<file path="config.mk">
export PLATFORM = sky130hd
export DESIGN_NAME = seg7_scan_ctrl
export DESIGN_NICKNAME = d
export VERILOG_FILES = /design/src/rtl/seg7_scan_ctrl.sv
export SDC_FILE = /design/constraint.sdc
export NUM_CORES = 1
export LEC_CHECK = 0
export ABC_AREA = 1
export CAP_MARGIN = 40
export CORE_UTILIZATION = 35
export DETAILED_ROUTE_END_ITERATION = 8
export GPL_ROUTABILITY_DRIVEN = 0
export GPL_TIMING_DRIVEN = 0
export RECOVER_POWER = 25
export SYNTH_ARGS = -nofsm -noshare
export SYNTH_HDL_FRONTEND = slang
export SYNTH_SLANG_ARGS = --single-unit
export TNS_END_PERCENT = 1
</file>
<file path="constraint.sdc">
create_clock -name clk -period 3 [get_ports clk]
set_input_delay 0.6 -clock clk [delete_from_list [all_inputs] [get_ports clk]]
set_output_delay 0.6 -clock clk [all_outputs]
set_load 0.01 [all_outputs]
</file>
<file path="src/rtl/seg7_scan_ctrl.sv">
// ----------------------------------------------------------------------------
// seg7_scan_ctrl
//
// Time-multiplexed scan controller for a multi-digit seven-segment display.
// One shared hex-to-seven-segment decoder serves every digit: the block walks
// the digits in order 0..DIGITS-1, presents the current digit's nibble on
// `hex` and lights exactly one digit through `digit_en`.
//
// Each digit slot is DEAD_CYCLES all-off cycles followed by REFRESH_DIV lit
// cycles. The all-off gap lets the decoder settle on the next nibble before
// the next digit lights, which prevents ghosting.
//
// Display values are double-buffered. `load` captures `value` into a shadow
// buffer, and the shadow is committed to the active buffer only at a frame
// boundary. A frame therefore never shows a mix of old and new digits.
//
// Optional feature (compile-time macro SEG7_SCAN_LEADING_ZERO_BLANK_EN):
//   When defined, digit i (i > 0) is also dark when nibble i and every higher
//   nibble of the active value are zero. Digit 0 is never dark by this rule.
//   When undefined, only `blank` suppresses digits and no extra logic exists.
//
// Parameters
//   DIGITS       number of digits scanned (1..8)
//   REFRESH_DIV  clock cycles each digit stays lit (>= 1)
//   DEAD_CYCLES  all-off clock cycles before each digit slot (>= 1)
//
// Ports
//   clk          system clock, rising edge
//   rst_n        asynchronous active-low reset
//   value        packed nibbles; nibble i = value[4i+3:4i] drives digit i
//   load         one-cycle strobe; captures value for the next frame
//   blank        per-digit force-off mask, sampled when a slot lights
//   hex          nibble for the shared decoder (registered)
//   digit_en     one-hot active-high digit enable (registered)
//   frame_pulse  one-cycle pulse at each frame boundary (registered)
// ----------------------------------------------------------------------------
module seg7_scan_ctrl #(
   parameter int DIGITS      = 4,
   parameter int REFRESH_DIV = 50000,
   parameter int DEAD_CYCLES = 2
) (
   input  logic                clk,
   input  logic                rst_n,
   input  logic [4*DIGITS-1:0] value,
   input  logic                load,
   input  logic [DIGITS-1:0]   blank,
   output logic [3:0]          hex,
   output logic [DIGITS-1:0]   digit_en,
   output logic                frame_pulse
);

   // -------------------------------------------------------------------------
   // Derived constants
   // -------------------------------------------------------------------------
   localparam int CNT_MAX = (REFRESH_DIV > DEAD_CYCLES) ? REFRESH_DIV : DEAD_CYCLES;
   localparam int CNT_W   = $clog2(CNT_MAX + 1);
   localparam int IDX_W   = (DIGITS > 1) ? $clog2(DIGITS) : 1;

   localparam logic [CNT_W-1:0]  DEAD_LAST = CNT_W'(DEAD_CYCLES - 1);
   localparam logic [CNT_W-1:0]  SHOW_LAST = CNT_W'(REFRESH_DIV - 1);
   localparam logic [IDX_W-1:0]  LAST_IDX  = IDX_W'(DIGITS - 1);
   localparam logic [DIGITS-1:0] EN_ONE    = DIGITS'(1);

   typedef enum logic {
      ST_DEAD = 1'b0,
      ST_SHOW = 1'b1
   } state_t;

   // -------------------------------------------------------------------------
   // Declarations
   // -------------------------------------------------------------------------
   state_t              r_state;
   state_t              w_state_nxt;
   logic                w_to_show;
   logic                w_to_dead;
   logic                w_boundary;

   logic [CNT_W-1:0]    r_cnt;
   logic [IDX_W-1:0]    r_idx;
   logic [IDX_W-1:0]    w_idx_nxt;

   logic [4*DIGITS-1:0] r_shadow;
   logic [4*DIGITS-1:0] r_active;
   logic                r_pending;
   logic [4*DIGITS-1:0] w_commit_val;
   logic [3:0]          w_act_nib [DIGITS];

   logic [DIGITS-1:0]   w_blank_eff;
   logic                w_slot_dark;

   logic [3:0]          r_hex;
   logic [DIGITS-1:0]   r_digit_en;
   logic                r_frame_pulse;

   // -------------------------------------------------------------------------
   // FSM: state register
   // -------------------------------------------------------------------------
   // NOTE: every clocked block uses non-blocking assignments, so all registers
   // update together from pre-edge values regardless of block order.
   always_ff @(posedge clk or negedge rst_n) begin
      if (!rst_n) begin
         r_state <= ST_DEAD;
      end else begin
         r_state <= w_state_nxt;
      end
   end

   // -------------------------------------------------------------------------
   // FSM: next state and transition strobes
   // -------------------------------------------------------------------------
   // NOTE: every output of a combinational block gets a default first, so no
   // path through it can leave a value unassigned and infer a latch.
   always_comb begin
      w_state_nxt = r_state;
      w_to_show   = 1'b0;
      w_to_dead   = 1'b0;
      case (r_state)
         ST_DEAD: begin
            if (r_cnt == DEAD_LAST) begin
               w_state_nxt = ST_SHOW;
               w_to_show   = 1'b1;
            end
         end
         ST_SHOW: begin
            if (r_cnt == SHOW_LAST) begin
               w_state_nxt = ST_DEAD;
               w_to_dead   = 1'b1;
            end
         end
      endcase
   end

   // The last digit's slot ending is the frame boundary.
   assign w_boundary = w_to_dead && (r_idx == LAST_IDX);
   assign w_idx_nxt  = (r_idx == LAST_IDX) ? '0 : r_idx + 1'b1;

   // -------------------------------------------------------------------------
   // Slot counter: counts cycles spent in the current state and restarts on
   // every state change, so DEAD and SHOW are timed independently.
   // -------------------------------------------------------------------------
   always_ff @(posedge clk or negedge rst_n) begin
      if (!rst_n) begin
         r_cnt <= '0;
      end else if (w_to_show || w_to_dead) begin
         r_cnt <= '0;
      end else begin
         r_cnt <= r_cnt + 1'b1;
      end
   end

   // -------------------------------------------------------------------------
   // Digit index: advances when a lit slot ends
   // -------------------------------------------------------------------------
   always_ff @(posedge clk or negedge rst_n) begin
      if (!rst_n) begin
         r_idx <= '0;
      end else if (w_to_dead) begin
         r_idx <= w_idx_nxt;
      end
   end

   // -------------------------------------------------------------------------
   // Double buffer
   // -------------------------------------------------------------------------
   // Value committed at a boundary. A load on the boundary cycle itself
   // bypasses the shadow and becomes active at once. Otherwise a pending
   // shadow is promoted, or the active value is kept.
   always_comb begin
      w_commit_val = r_active;
      if (load) begin
         w_commit_val = value;
      end else if (r_pending) begin
         w_commit_val = r_shadow;
      end
   end

   // NOTE: the display buffers are ordinary flops, not a RAM, and they are
   // reset so the display shows a defined all-zero value after reset.
   always_ff @(posedge clk or negedge rst_n) begin
      if (!rst_n) begin
         r_shadow  <= '0;
         r_active  <= '0;
         r_pending <= 1'b0;
      end else if (w_boundary) begin
         r_active  <= w_commit_val;
         r_pending <= 1'b0;
      end else if (load) begin
         r_shadow  <= value;
         r_pending <= 1'b1;
      end
   end

   always_comb begin
      for (int i = 0; i < DIGITS; i++) begin
         w_act_nib[i] = r_active[4*i +: 4];
      end
   end

   // -------------------------------------------------------------------------
   // Per-slot suppression, evaluated when a slot is about to light
   // -------------------------------------------------------------------------
`ifdef SEG7_SCAN_LEADING_ZERO_BLANK_EN
   logic [DIGITS-1:0] w_lz_mask;
   logic              w_upper_zero;

   // Scan from the most significant digit down. A digit is a leading zero
   // while it and everything above it are zero. Digit 0 always stays lit.
   always_comb begin
      w_lz_mask    = '0;
      w_upper_zero = 1'b1;
      for (int i = DIGITS - 1; i >= 0; i--) begin
         w_upper_zero = w_upper_zero && (w_act_nib[i] == 4'h0);
         if (i != 0) begin
            w_lz_mask[i] = w_upper_zero;
         end
      end
   end

   assign w_blank_eff = blank | w_lz_mask;
`else
   assign w_blank_eff = blank;
`endif

   assign w_slot_dark = w_blank_eff[r_idx];

   // -------------------------------------------------------------------------
   // Registered outputs
   // -------------------------------------------------------------------------
   // hex moves to the next digit's nibble when the all-off gap starts. The
   // decoder then has the whole gap to settle before that digit lights.
   always_ff @(posedge clk or negedge rst_n) begin
      if (!rst_n) begin
         r_hex <= 4'h0;
      end else if (w_boundary) begin
         r_hex <= w_commit_val[3:0];
      end else if (w_to_dead) begin
         r_hex <= w_act_nib[w_idx_nxt];
      end
   end

   always_ff @(posedge clk or negedge rst_n) begin
      if (!rst_n) begin
         r_digit_en <= '0;
      end else if (w_to_show) begin
         r_digit_en <= w_slot_dark ? '0 : (EN_ONE << r_idx);
      end else if (w_to_dead) begin
         r_digit_en <= '0;
      end
   end

   always_ff @(posedge clk or negedge rst_n) begin
      if (!rst_n) begin
         r_frame_pulse <= 1'b0;
      end else begin
         r_frame_pulse <= w_boundary;
      end
   end

   assign hex         = r_hex;
   assign digit_en    = r_digit_en;
   assign frame_pulse = r_frame_pulse;

endmodule
</file>
==> metrics.log <==
INFO  metric fin_skew = 0.0118 ns
INFO  metric clock_tree.root_cell = sky130_fd_sc_hd__clkbuf_8
INFO  metric timing_worst_slew_pin_value = 1.73 ns
INFO  metric critical-path-top-delay-family = buffers and inverters
INFO  metric worst-endpoint-arrival = 1.25 ns
INFO  metric die_outline_area = 0.00969 sq mm
INFO  metric post_cts.resized_instances = 0
INFO  metric antenna_found_initial = 0
INFO  metric die_x = 98.4 microns
INFO  metric synth.largest_area_cell = sky130_fd_sc_hd__dfrtp_1
INFO  metric synthTopCellsByArea = sky130_fd_sc_hd__dfrtp_1 47%, sky130_fd_sc_hd__nand2_1 15%, sky130_fd_sc_hd__nor2_1 5.0%
INFO  metric detailedPlacementHpwl = 5650 microns
INFO  metric setup_repair_after_global_routing_missed_its_margin = no
INFO  metric final_util = 44.0%
INFO  metric global_route_total_usage_across_every_layer = 16.6%
INFO  metric hold_viol = 0
INFO  metric design.core.area = 0.00885 sq mm
INFO  metric worst_r2r_path_depth = 7
INFO  metric routed-via-count = 2803
INFO  metric drt-total-wl = 7430 microns
INFO  metric drive_gt1_share = 12.0%
INFO  metric post-cts-setup-buffer-count = 0
INFO  metric route.detailed.wl_per_inst = 13.1 microns
INFO  metric vias_per_cell = 4.93
INFO  metric overflow = 0
INFO  metric ys_warn_count = 0
INFO  metric worstSetupPathType = reg -> out
INFO  metric effective_utilization_at_floorplan = 36.8%
INFO  metric cts.reportedPaths.clkPinSlew = 0.08 ns
INFO  metric hold-worst-slack = 0.475 ns
INFO  metric tritoncts.num_buffers = 9
INFO  metric period_share = 61.8%
INFO  metric p_leak = 1.83 nW
INFO  metric finish.instance_area = 0.00389 sq mm
INFO  metric cpPeakStageDelay = 0.55 ns
INFO  metric synth_cells = 413
INFO  metric max_h_tree_level = 3
INFO  metric drc = 0
INFO  metric synth_area_per_cell = 7.88 sq um
INFO  metric num_antenna_cells = 0
INFO  metric post_synth_instance_area = 0.00326 sq mm
INFO  metric slew_headroom = -15.3%
INFO  metric timing.fmax = 540 MHz
INFO  metric outcome = finished, violations left
INFO  metric grt_start_max_net_pins = 32
INFO  metric cts.sinks = 61
INFO  metric core.rowCount = 34
INFO  metric final-setup-viol-count = 0
INFO  metric critical-path-slowest-cell = sky130_fd_sc_hd__clkdlybuf4s50_1
INFO  metric critical_path.cell_chain = clkdlybuf4s50_1
INFO  metric net_count_of_the_finished_layout = 484
INFO  metric cp-start-kind = flop
INFO  metric drt-initial-drc-count = 162
INFO  metric first_global_vias = 2806
INFO  metric design.portCount = 32
INFO  metric worstPathRequired = 2.40 ns
INFO  metric number_of_hold_buffers_added_after_cts = 0
INFO  metric power.ir.vdd_worst = 0.000292 V
INFO  metric timing.critical_path.depth = 1
INFO  metric failed_checks = capacitance limit, slew limit
INFO  metric critPathMaxFanout = 2
INFO  metric min_period = 1.85 ns
INFO  metric layout-area-overhead-vs-synth = 19.5%
INFO  metric hold_path.class = reg -> reg
INFO  metric synth_fp_nets = 442
INFO  metric synth_seq_cells = 61
INFO  metric netlist-cell-type-count = 27
INFO  metric power_per_cell_area = 423 mW/mm^2
INFO  metric clock_latency_at_the_later_pin_of_the_worst_skew_pair = 0.34 ns
INFO  metric cts_tree = built
INFO  metric maxCapViolCount = 1
INFO  metric synth-seq-area-share = 46.9%
INFO  metric min_path_cells = 2
INFO  metric worstSetupEndpointType = primary output
INFO  metric drv_slew = 31
INFO  metric drt_first_pass_iters = 6
INFO  metric die_h = 98.4 microns
INFO  metric cts_buffer_depth = 2
INFO  metric placed_area = 0.00371 sq mm
INFO  metric final_antenna_net_count = 0
INFO  metric worstPathBufferInverterCount = 1
INFO  metric place.port_buffers = 30
INFO  metric power.total = 1.65 mW
INFO  metric synth_top_area_share = 46.9%
INFO  metric grt_first_pass_wirelength = 12800 microns
[worst min-delay path, delay by kind of cell, from the launching register on]
kind,cells,cell delay (ns)
simple gates,2,0.10
flops,1,0.35
[metal layers]
metal,share of wire [%],vias to the layer above,track usage [%]
met5,0,-,0
met4,2.4,0,6.31
met3,4.8,19,4.33
met2,48,74,28.7
met1,45,1280,19.9
li1,-,1430,-
[path summary, 6_finish.rpt]
path                                           end  slack (ns)                     from
min in group asynchronous       r_cnt[3]$_DFF_PN0_        0.70                    rst_n
min reg2reg                r_shadow[9]$_DFFE_PN0P_        0.47  r_shadow[9]$_DFFE_PN0P_
min                        r_shadow[9]$_DFFE_PN0P_        0.47  r_shadow[9]$_DFFE_PN0P_
max reg2reg                     hex[1]$_DFFE_PN0P_        1.15     r_idx[0]$_DFFE_PN0P_
max in group asynchronous  r_active[1]$_DFFE_PN0P_        1.30                    rst_n
max                                         hex[0]        1.15       hex[0]$_DFFE_PN0P_
[registers in the layout, summed over array words and instances, names as in the netlist]
register,cells
r_shadow,16
frame_pulse,1
r_pending,1
r_cnt,16
hex,4
r_state,1
digit_en,4
r_idx,2
r_active,16
[synth_stat cells (all sizes together)]
master,number
a21oi,2
a22o,12
buf,12
clkbuf,3
clkinv,1
dfrtp,61
ha,6
inv,35
nand2,132
nand3,33
nand4,22
nor2,53
nor3,11
o21ai,21
o22ai,1
xor2,8
[power breakdown]
group	internal (mW)	total, mW	leakage, nW	switching (mW)
combinational	0.0549	0.113	1.01	0.0581
clock	0.326	0.682	0.0811	0.356
sequential	0.842	0.852	0.746	0.0104
total	1.22	1.65	1.83	0.425
[through the flow]
stage	TNS [ns]	setup WS [ns]	std cells
after floorplan	0	1.48	413
after global placement	-42.82	-0.705	551
after detailed placement	0	1.16	552
after CTS	0	1.12	568
after global routing	0	0.877	568
final	0	1.15	568
[cells in the final DEF (no fill, tap or decap), drive strengths merged]
cell and instances:
inv 36, nand4 22, clkdlybuf4s50 29, nor2 53, buf 13, o22ai 1, a22o 12, clkinvlp 4
nor3 11, clkbuf 14, dfrtp 61, nand2 132, ha 6, o21ai 21, nand3 33, clkinv 2
a21oi 2, xor2 8
[area by class of cell]
| class | instances | area (sq um) |
|---|---|---|
| sequential | 61 | 1530 |
| timing repair buffer | 31 | 314 |
| clock inverter | 6 | 47.5 |
| inverter | 36 | 135 |
| clock buffer | 10 | 138 |
| multi-input combinational | 301 | 1510 |
| buffer | 15 | 81.3 |
| fill | 930 | 4960 |
| tap | 108 | 135 |
[logic make-up after synthesis]
logic type	synth area share (%)
flops	46.9
compound gates	6.96
fa+ha+maj	2.31
xor+xnor	2.15
buf+inv	6.65
simple gates	35.0
No activity file was read; power rests on OpenSTA's default activity.
